### config.mk
export PLATFORM = sky130hd
export DESIGN_NAME = branch_resolve
export DESIGN_NICKNAME = d
export VERILOG_FILES = /design/src/rtl/branch_resolve.sv
export SDC_FILE = /design/constraint.sdc
export NUM_CORES = 1
export LEC_CHECK = 0
export CAP_MARGIN = 20
export CORE_MARGIN = 4
export CORE_UTILIZATION = 48
export CTS_CLUSTER_DIAMETER = 200
export DETAILED_ROUTE_END_ITERATION = 8
export PLACE_DENSITY = 0.78
export REMOVE_ABC_BUFFERS = 1
export SYNTH_ARGS = -nofsm -noshare
export SYNTH_HDL_FRONTEND = slang
export SYNTH_SLANG_ARGS = --single-unit
### constraint.sdc
create_clock -name clk -period 3.9 [get_ports clk]
set_input_delay 1.17 -clock clk [delete_from_list [all_inputs] [get_ports clk]]
set_output_delay 1.17 -clock clk [all_outputs]
set_load 0.03 [all_outputs]
### src/rtl/branch_resolve.sv
// Conditional branch resolver at the Decode/Execute boundary.
// Evaluates cond against the flags, issues a redirect, and stalls on pending flag writes.
module branch_resolve #(
  parameter int DATA_W = 16,
  parameter int CNT_W  = 16
) (
  input  logic              clk,
  input  logic              rst_n,
  input  logic              br_valid,
  input  logic              br_reg,
  input  logic [2:0]        cond,
  input  logic [8:0]        imm9,
  input  logic [DATA_W-1:0] pc_plus2,
  input  logic [DATA_W-1:0] rs_data,
  input  logic              flag_z,
  input  logic              flag_n,
  input  logic              flag_v,
  input  logic              ex_flag_wr,
  output logic              br_stall,
  output logic              redirect,
  output logic [DATA_W-1:0] redirect_pc,
  output logic [CNT_W-1:0]  br_count,
  output logic [CNT_W-1:0]  taken_count
);

  typedef enum logic [1:0] {
    IDLE  = 2'd0,
    WAIT  = 2'd1,
    FLUSH = 2'd2
  } state_t;

  state_t state;
  state_t state_nx;

  logic              l_reg;
  logic [2:0]        l_cond;
  logic [8:0]        l_imm;
  logic [DATA_W-1:0] l_pc;
  logic [DATA_W-1:0] l_rs;

  logic              s_reg;
  logic [2:0]        s_cond;
  logic [8:0]        s_imm;
  logic [DATA_W-1:0] s_pc;
  logic [DATA_W-1:0] s_rs;

  logic              taken;
  logic [DATA_W-1:0] target;
  logic [DATA_W-1:0] offset;
  logic              hazard;
  logic              resolve;
  logic              latch;

  // Operand select: a waiting branch uses its latched copy
  always_comb begin
    s_reg  = br_reg;
    s_cond = cond;
    s_imm  = imm9;
    s_pc   = pc_plus2;
    s_rs   = rs_data;
    if (state == WAIT) begin
      s_reg  = l_reg;
      s_cond = l_cond;
      s_imm  = l_imm;
      s_pc   = l_pc;
      s_rs   = l_rs;
    end
  end

  // Condition evaluation against the live flag register
  always_comb begin
    taken = 1'b0;
    unique case (s_cond)
      3'b000: taken = ~flag_z;
      3'b001: taken = flag_z;
      3'b010: taken = ~flag_z & ~flag_n;
      3'b011: taken = flag_n;
      3'b100: taken = flag_z | (~flag_z & ~flag_n);
      3'b101: taken = flag_n | flag_z;
      3'b110: taken = flag_v;
      3'b111: taken = 1'b1;
      default: taken = 1'b0;
    endcase
  end

  // Target: word offset doubled, wraps silently
  always_comb begin
    offset = {{(DATA_W-10){s_imm[8]}}, s_imm, 1'b0};
    target = s_reg ? s_rs : (s_pc + offset);
  end

  assign hazard = (cond != 3'b111) & ex_flag_wr;

  // Next state, combinational stall and resolve strobe
  always_comb begin
    state_nx = state;
    br_stall = 1'b0;
    resolve  = 1'b0;
    latch    = 1'b0;
    unique case (state)
      IDLE: begin
        if (br_valid) begin
          if (hazard) begin
            br_stall = 1'b1;
            latch    = 1'b1;
            state_nx = WAIT;
          end else begin
            resolve  = 1'b1;
            state_nx = taken ? FLUSH : IDLE;
          end
        end
      end
      WAIT: begin
        br_stall = 1'b1;
        resolve  = 1'b1;
        state_nx = taken ? FLUSH : IDLE;
      end
      FLUSH: begin
        state_nx = IDLE;
      end
      default: begin
        state_nx = IDLE;
      end
    endcase
  end

  // State register
  always_ff @(posedge clk or negedge rst_n) begin
    if (!rst_n) begin
      state <= IDLE;
    end else begin
      state <= state_nx;
    end
  end

  // Capture operands of a branch held behind a flag write
  always_ff @(posedge clk or negedge rst_n) begin
    if (!rst_n) begin
      l_reg  <= 1'b0;
      l_cond <= 3'd0;
      l_imm  <= 9'd0;
      l_pc   <= '0;
      l_rs   <= '0;
    end else if (latch) begin
      l_reg  <= br_reg;
      l_cond <= cond;
      l_imm  <= imm9;
      l_pc   <= pc_plus2;
      l_rs   <= rs_data;
    end
  end

  // Registered one-cycle redirect pulse and its target
  always_ff @(posedge clk or negedge rst_n) begin
    if (!rst_n) begin
      redirect    <= 1'b0;
      redirect_pc <= '0;
    end else begin
      redirect <= resolve & taken;
      if (resolve & taken) begin
        redirect_pc <= target;
      end
    end
  end

  // Saturating statistics, bumped on the resolving edge
  always_ff @(posedge clk or negedge rst_n) begin
    if (!rst_n) begin
      br_count    <= '0;
      taken_count <= '0;
    end else if (resolve) begin
      if (~&br_count) begin
        br_count <= br_count + 1'b1;
      end
      if (taken & ~&taken_count) begin
        taken_count <= taken_count + 1'b1;
      end
    end
  end

endmodule

== Yosys cells after proc, flatten, opt, wreduce, memory -nomap -nowiden ==
Cells that the tools add are included.
Cells by class
  add/sub/neg operators: 3
  eq/ne operators: 10
  muxes and demuxes: 18
  reduce and logical (&&, ||, !) cells: 7
  bitwise logic cells: 9
Operators by type and width (number)
  two-way mux 16 bit: 3
  adder 16 x 1 -> 16 bit (second input constant): 2
  AND reduction 16 bit: 2
  adder 16 bit: 1
  equality test 3 bit (second input constant): 4
  two-way mux 9 bit: 1
  case mux 1 bit (8 select lines): 1
  equality test 3 x 2 -> 1 bit (second input constant): 2
  two-way mux 1 bit: 6
  two-way mux 2 bit: 3
  bitwise AND 1 bit: 4
  case mux 1 bit (2 select lines): 2
  case mux 2 bit (2 select lines): 1
  AND reduction 2 bit: 2
  equality test 3 x 1 -> 1 bit (second input constant): 1
  zero test 3 bit: 1
  two-way mux 3 bit: 1
  inequality test 3 bit (second input constant): 1
  NOT 1 bit: 3
  equality test 2 x 1 -> 1 bit (second input constant): 1
  zero test 2 bit: 1
  inequality test 2 bit (second input constant): 1
  OR 1 bit: 2
  zero test 1 bit: 1
Word-level totals
  output and inout port bits: 50
  bits in registers: 96
  word-level logic and storage cells: 57
  bits of input ports: 52

== Logic depth before layout (Yosys ltp) ==
  depth after elaboration: 8
  gate-level depth with buffers: 16
  gate-level depth less buffers: 12

== Worst setup path before layout ==
Ideal clock, no wire load.
  kind: register to register
  start point: register state[0]
  end point: register redirect_pc[14]
  period minus slack after synthesis: 3.636 ns
  arrival: 3.511 ns
  required time: 3.775 ns
  setup time: 0.125 ns
  setup slack: 0.264 ns
  cell stages (with the launch flop): 14
  path buffers: 4
  path through: dfrtp_1 nor2b_1 clkbuf_1 clkbuf_1 clkbuf_1 buf_1 nand2_1 nand2_1 ha_1 a21o_1 a211oi_1 a41oi_1 o311a_1 mux2_2
Between the ends
  cells in the longest elaborated chain, start to end: 5
  elaborated cells between the ends (all ways): 20
  those cells by class: add/sub: 1; eq/ne: 8; mux: 8; bitwise: 1; reduce/logical: 2
Ends and longest elaborated chain
  start: declaration: RTL line 32  | state_t state;
  start signal: assignment: RTL line 132  | state <= state_nx;
  parallel branches: the longest is 5 deep, another holds adder 16 bit
  end signal: assignment: RTL line 161  | redirect_pc <= target;
  end: declaration: RTL line 21  | output logic [DATA_W-1:0] redirect_pc,
Several ways; the timed one is not identified.
A chain may end at the register's enable or synchronous reset.

== Final worst setup path ==
  start point: input cond[0]
  end point: output br_stall
Between the ends
  cells in the longest elaborated chain, start to end: 5
Ends and longest elaborated chain
  start: declaration: RTL line 11  | input logic [2:0] cond,
  inequality test 3 bit: RTL line 92  | assign hazard = (cond != 3'b111) & ex_flag_wr;
  bitwise AND 1 bit: RTL line 92
  two-way mux 1 bit: RTL line 103  | if (hazard) begin
  two-way mux 1 bit: RTL line 102  | if (br_valid) begin
  case mux 1 bit (2 select lines): RTL line 100  | unique case (state)
  end: declaration: RTL line 19  | output logic br_stall,
No other way between the ends.

==> key figures <==
Run status
  – Status: completed

Flow run
  – Max Cap Viol: 0

Die
  – Height of the die: 114 um
  – Starting density of the core: 49.2%
  – IO Count: 102
  – Core area: between 10000 and 15000 um^2
  – Die area: 12900 um^2
  – Die Wd: 114 um
  – Rows: 38

GRT
  – Total global-route track usage: 21.2%
  – First-pass GRT wire length: 22.2 mm
  – Largest net degree at the start of global routing: 69
  – Initial antenna violation count: 0
  – Vias in the first global route: 4641
  – GRT overflow: 0

STA
  – Setup violations, final: 0
  – Slew @ Worst Pin: around 0.9 ns
  – Final critical-path required period: 3.44 ns
  – Worst hold margin: 0.486 ns
  – Final Slew Violations: 0
  – Hold Fails Final Rpt: 0
  – RSZ-0062 raised after global routing: false
  – FMAX: ~0.29 GHz
  – Final critical-path share of the clock period: between 80 and 90%
  – Worst Skew: around 0.01 ns
  – Slew HR: 40.1%

Detailed routing
  – Final WL: 13.1 mm
  – DR iter-0 viols: 256
  – Drt first pass iters: 5
  – ANT nets after route: 0
  – Routed length per instance: 15.5 um
  – DR vias: 4602
  – DRC errors left: 0
  – Routed vias/inst: 5.45

Clocking
  – Number of H-tree levels: 3
  – Clock sinks: 96
  – Worst skew pair latency: about 0.37 ns
  – Hold_buf cts: 0
  – CTS Buffer Depth: 2
  – CTS tree: built
  – Worst-path clk slew: roughly 0.09 ns
  – CTS Root Cell: clkbuf_8
  – Total CTS buffers: 9

Worst setup path
  – Critical Path Start Type: primary input
  – Cells on worst reg2reg path: 13
  – Critical path cell sequence: clkdlybuf4s50_1, nand3_1, nand4b_1, nand2_1, dlymetal6s2s_1
  – Endpoint type of the worst setup path: output pin
  – Crit path from: cond[0]
  – Crit path kind: in2out
  – Worst-path fanout max: 3
  – RR Startpoint: state[1]$_DFFE_PN0P_
  – Critical path's slowest cell: clkdlybuf4s50_1
  – Crit path capture: br_stall
  – Critical Path AT: 2.27 ns
  – Reg2Reg Setup Slack: between 0.6 and 0.7 ns
  – CP peak stage delay: 0.44 ns
  – Required @ worst endpoint: 2.73 ns
  – Reg-to-Reg End: redirect_pc[15]$_DFFE_PN0P_

Final layout
  – Final core utilization: between 60% and 70%
  – Layout cells sized above 1: between 10% and 20%
  – Finished Cell Area: between 6000 and 7000 um^2
  – Antenna diodes: 0
  – Layout Nets: 769
  – Synthesis-to-finish area growth: 26.9%

Synth
  – Mean Syn Cell Area: ~9.0 um^2
  – Syn. warnings: 0
  – Netlist Area Pre-Place: around 5400 um^2
  – Mapped Cells: 596
  – Commonest cells post-synth: 181 x nand2_1, 96 x dfrtp_1, 32 x mux2_2, 30 x xnor2_1, 27 x nor2_1
  – Yosys top cell by area: dfrtp_1
  – #FFs+latches synth: 96
  – Asr flop ratio synth: 100%
  – Count leader, synth: nand2_1
  – Top_reg_cell synth: dfrtp_1
  – Seq/Total Area, Yosys: 44.8%
  – Synth top area share: between 40 and 50%
  – Post-synth EDFFs: 0
  – Largest cells by area after synthesis: dfrtp_1 45%, nand2_1 13%, mux2_2 6.7%
  – Synth cell types: 54

Placement
  – PortBufs: between 100 and 150
  – Post-DP HPWL: 9.39 mm
  – GPL Wtd Cong: slightly below 0.9
  – Dpl cell area: between 6000 and 7000 um^2

Power
  – Leak pwr: 3.13 nW
  – Power after layout: 0.00357 W
  – Pwr/cell area: 525 nW/um^2
  – Peak VDD IR: 0.357 mV

Hold path
  – HP Class: reg2reg
==> layout by cell type (no fill, tap or decap), types with 11 or more instances in the layout <==
cell             Yosys  final
inv_1               14     14
ha_1                16     16
xnor2_1             30     30
mux2_2              32     32
buf_4                0     17
nor2_1              27     27
clkbuf_8             0     11
clkdlybuf4s50_1      0     99
mux2i_1             11     11
o21ai_0             12     12
a21oi_1             18     18
nand2_1            181    181
dfrtp_1             96     96
nand3_1             25     25
==> metal layers <==
layer / wire length [um] / GRT usage (%)
met5: 0 / 0
met4: 241 / 7.29
met3: 696 / 4.35
met2: 6390 / 35.1
met1: 5790 / 27.6
==> area by class of cell <==
type | count | area, um^2
clock buffer | 11 | 151
clock inverter | 5 | 55.1
fill | 948 | 4090
inverter | 14 | 52.6
multi-input combinational | 461 | 2810
sequential | 96 | 2400
tap | 140 | 175
timing repair buffer | 118 | 1150
==> cells by family after synthesis <==
| logic type | synth area share (%) |
|---|---|
| buf+inv | 2.97 |
| simple gates | 23.5 |
| mux | 8.99 |
| flops | 44.8 |
| xor+xnor | 5.89 |
| compound gates | 9.72 |
| fa+ha+maj | 4.11 |
==> critical path, delay by kind of cell <==
family,cells,cell delay [ns]
AND/OR/NAND/NOR,3,0.37
buffers and inverters,2,0.73
==> report_power, final <==
group	switching [W]	internal, W	total (W)
Combinational	0.000783	0.000655	0.00144
Sequential	0.000190	0.00126	0.00145
Clock	0.000355	0.000329	0.000684
==> worst min path at each step <==
stage | startpoint | endpoint | slack [ns] | cells past startpoint
2_1_floorplan | l_imm[0]$_DFFE_PN0P_ | l_imm[0]$_DFFE_PN0P_ | 0.45 | 2
5_1_grt | l_imm[6]$_DFFE_PN0P_ | l_imm[6]$_DFFE_PN0P_ | 0.52 | 2
6_report | l_imm[7]$_DFFE_PN0P_ | l_imm[7]$_DFFE_PN0P_ | 0.49 | 2
4_1_cts | l_pc[14]$_DFFE_PN0P_ | l_pc[14]$_DFFE_PN0P_ | 0.49 | 2
3_5_place_dp | l_pc[12]$_DFFE_PN0P_ | l_pc[12]$_DFFE_PN0P_ | 0.47 | 2
3_3_place_gp | l_pc[7]$_DFFE_PN0P_ | l_pc[7]$_DFFE_PN0P_ | 0.46 | 2
==> metrics by stage <==
step,worst slack (ns),TNS [ns],std cells
after floorplan,-0.218,-2.14,571
after global placement,0.141,0,829
after detailed placement,0.0876,0,829
after CTS,0.0773,0,845
after global routing,0.355,0,845
final,0.462,0,845
==> timing repair <==
| action | in CTS | in global routing |
|---|---|---|
| endpoints found under the hold margin | 0 | 0 |
| setup buffers | 0 | 0 |
| gates resized for setup | 0 | 1 |
| endpoints found under the setup margin | 0 | 1 |
Note: power is estimated with default switching activity, not from simulation.
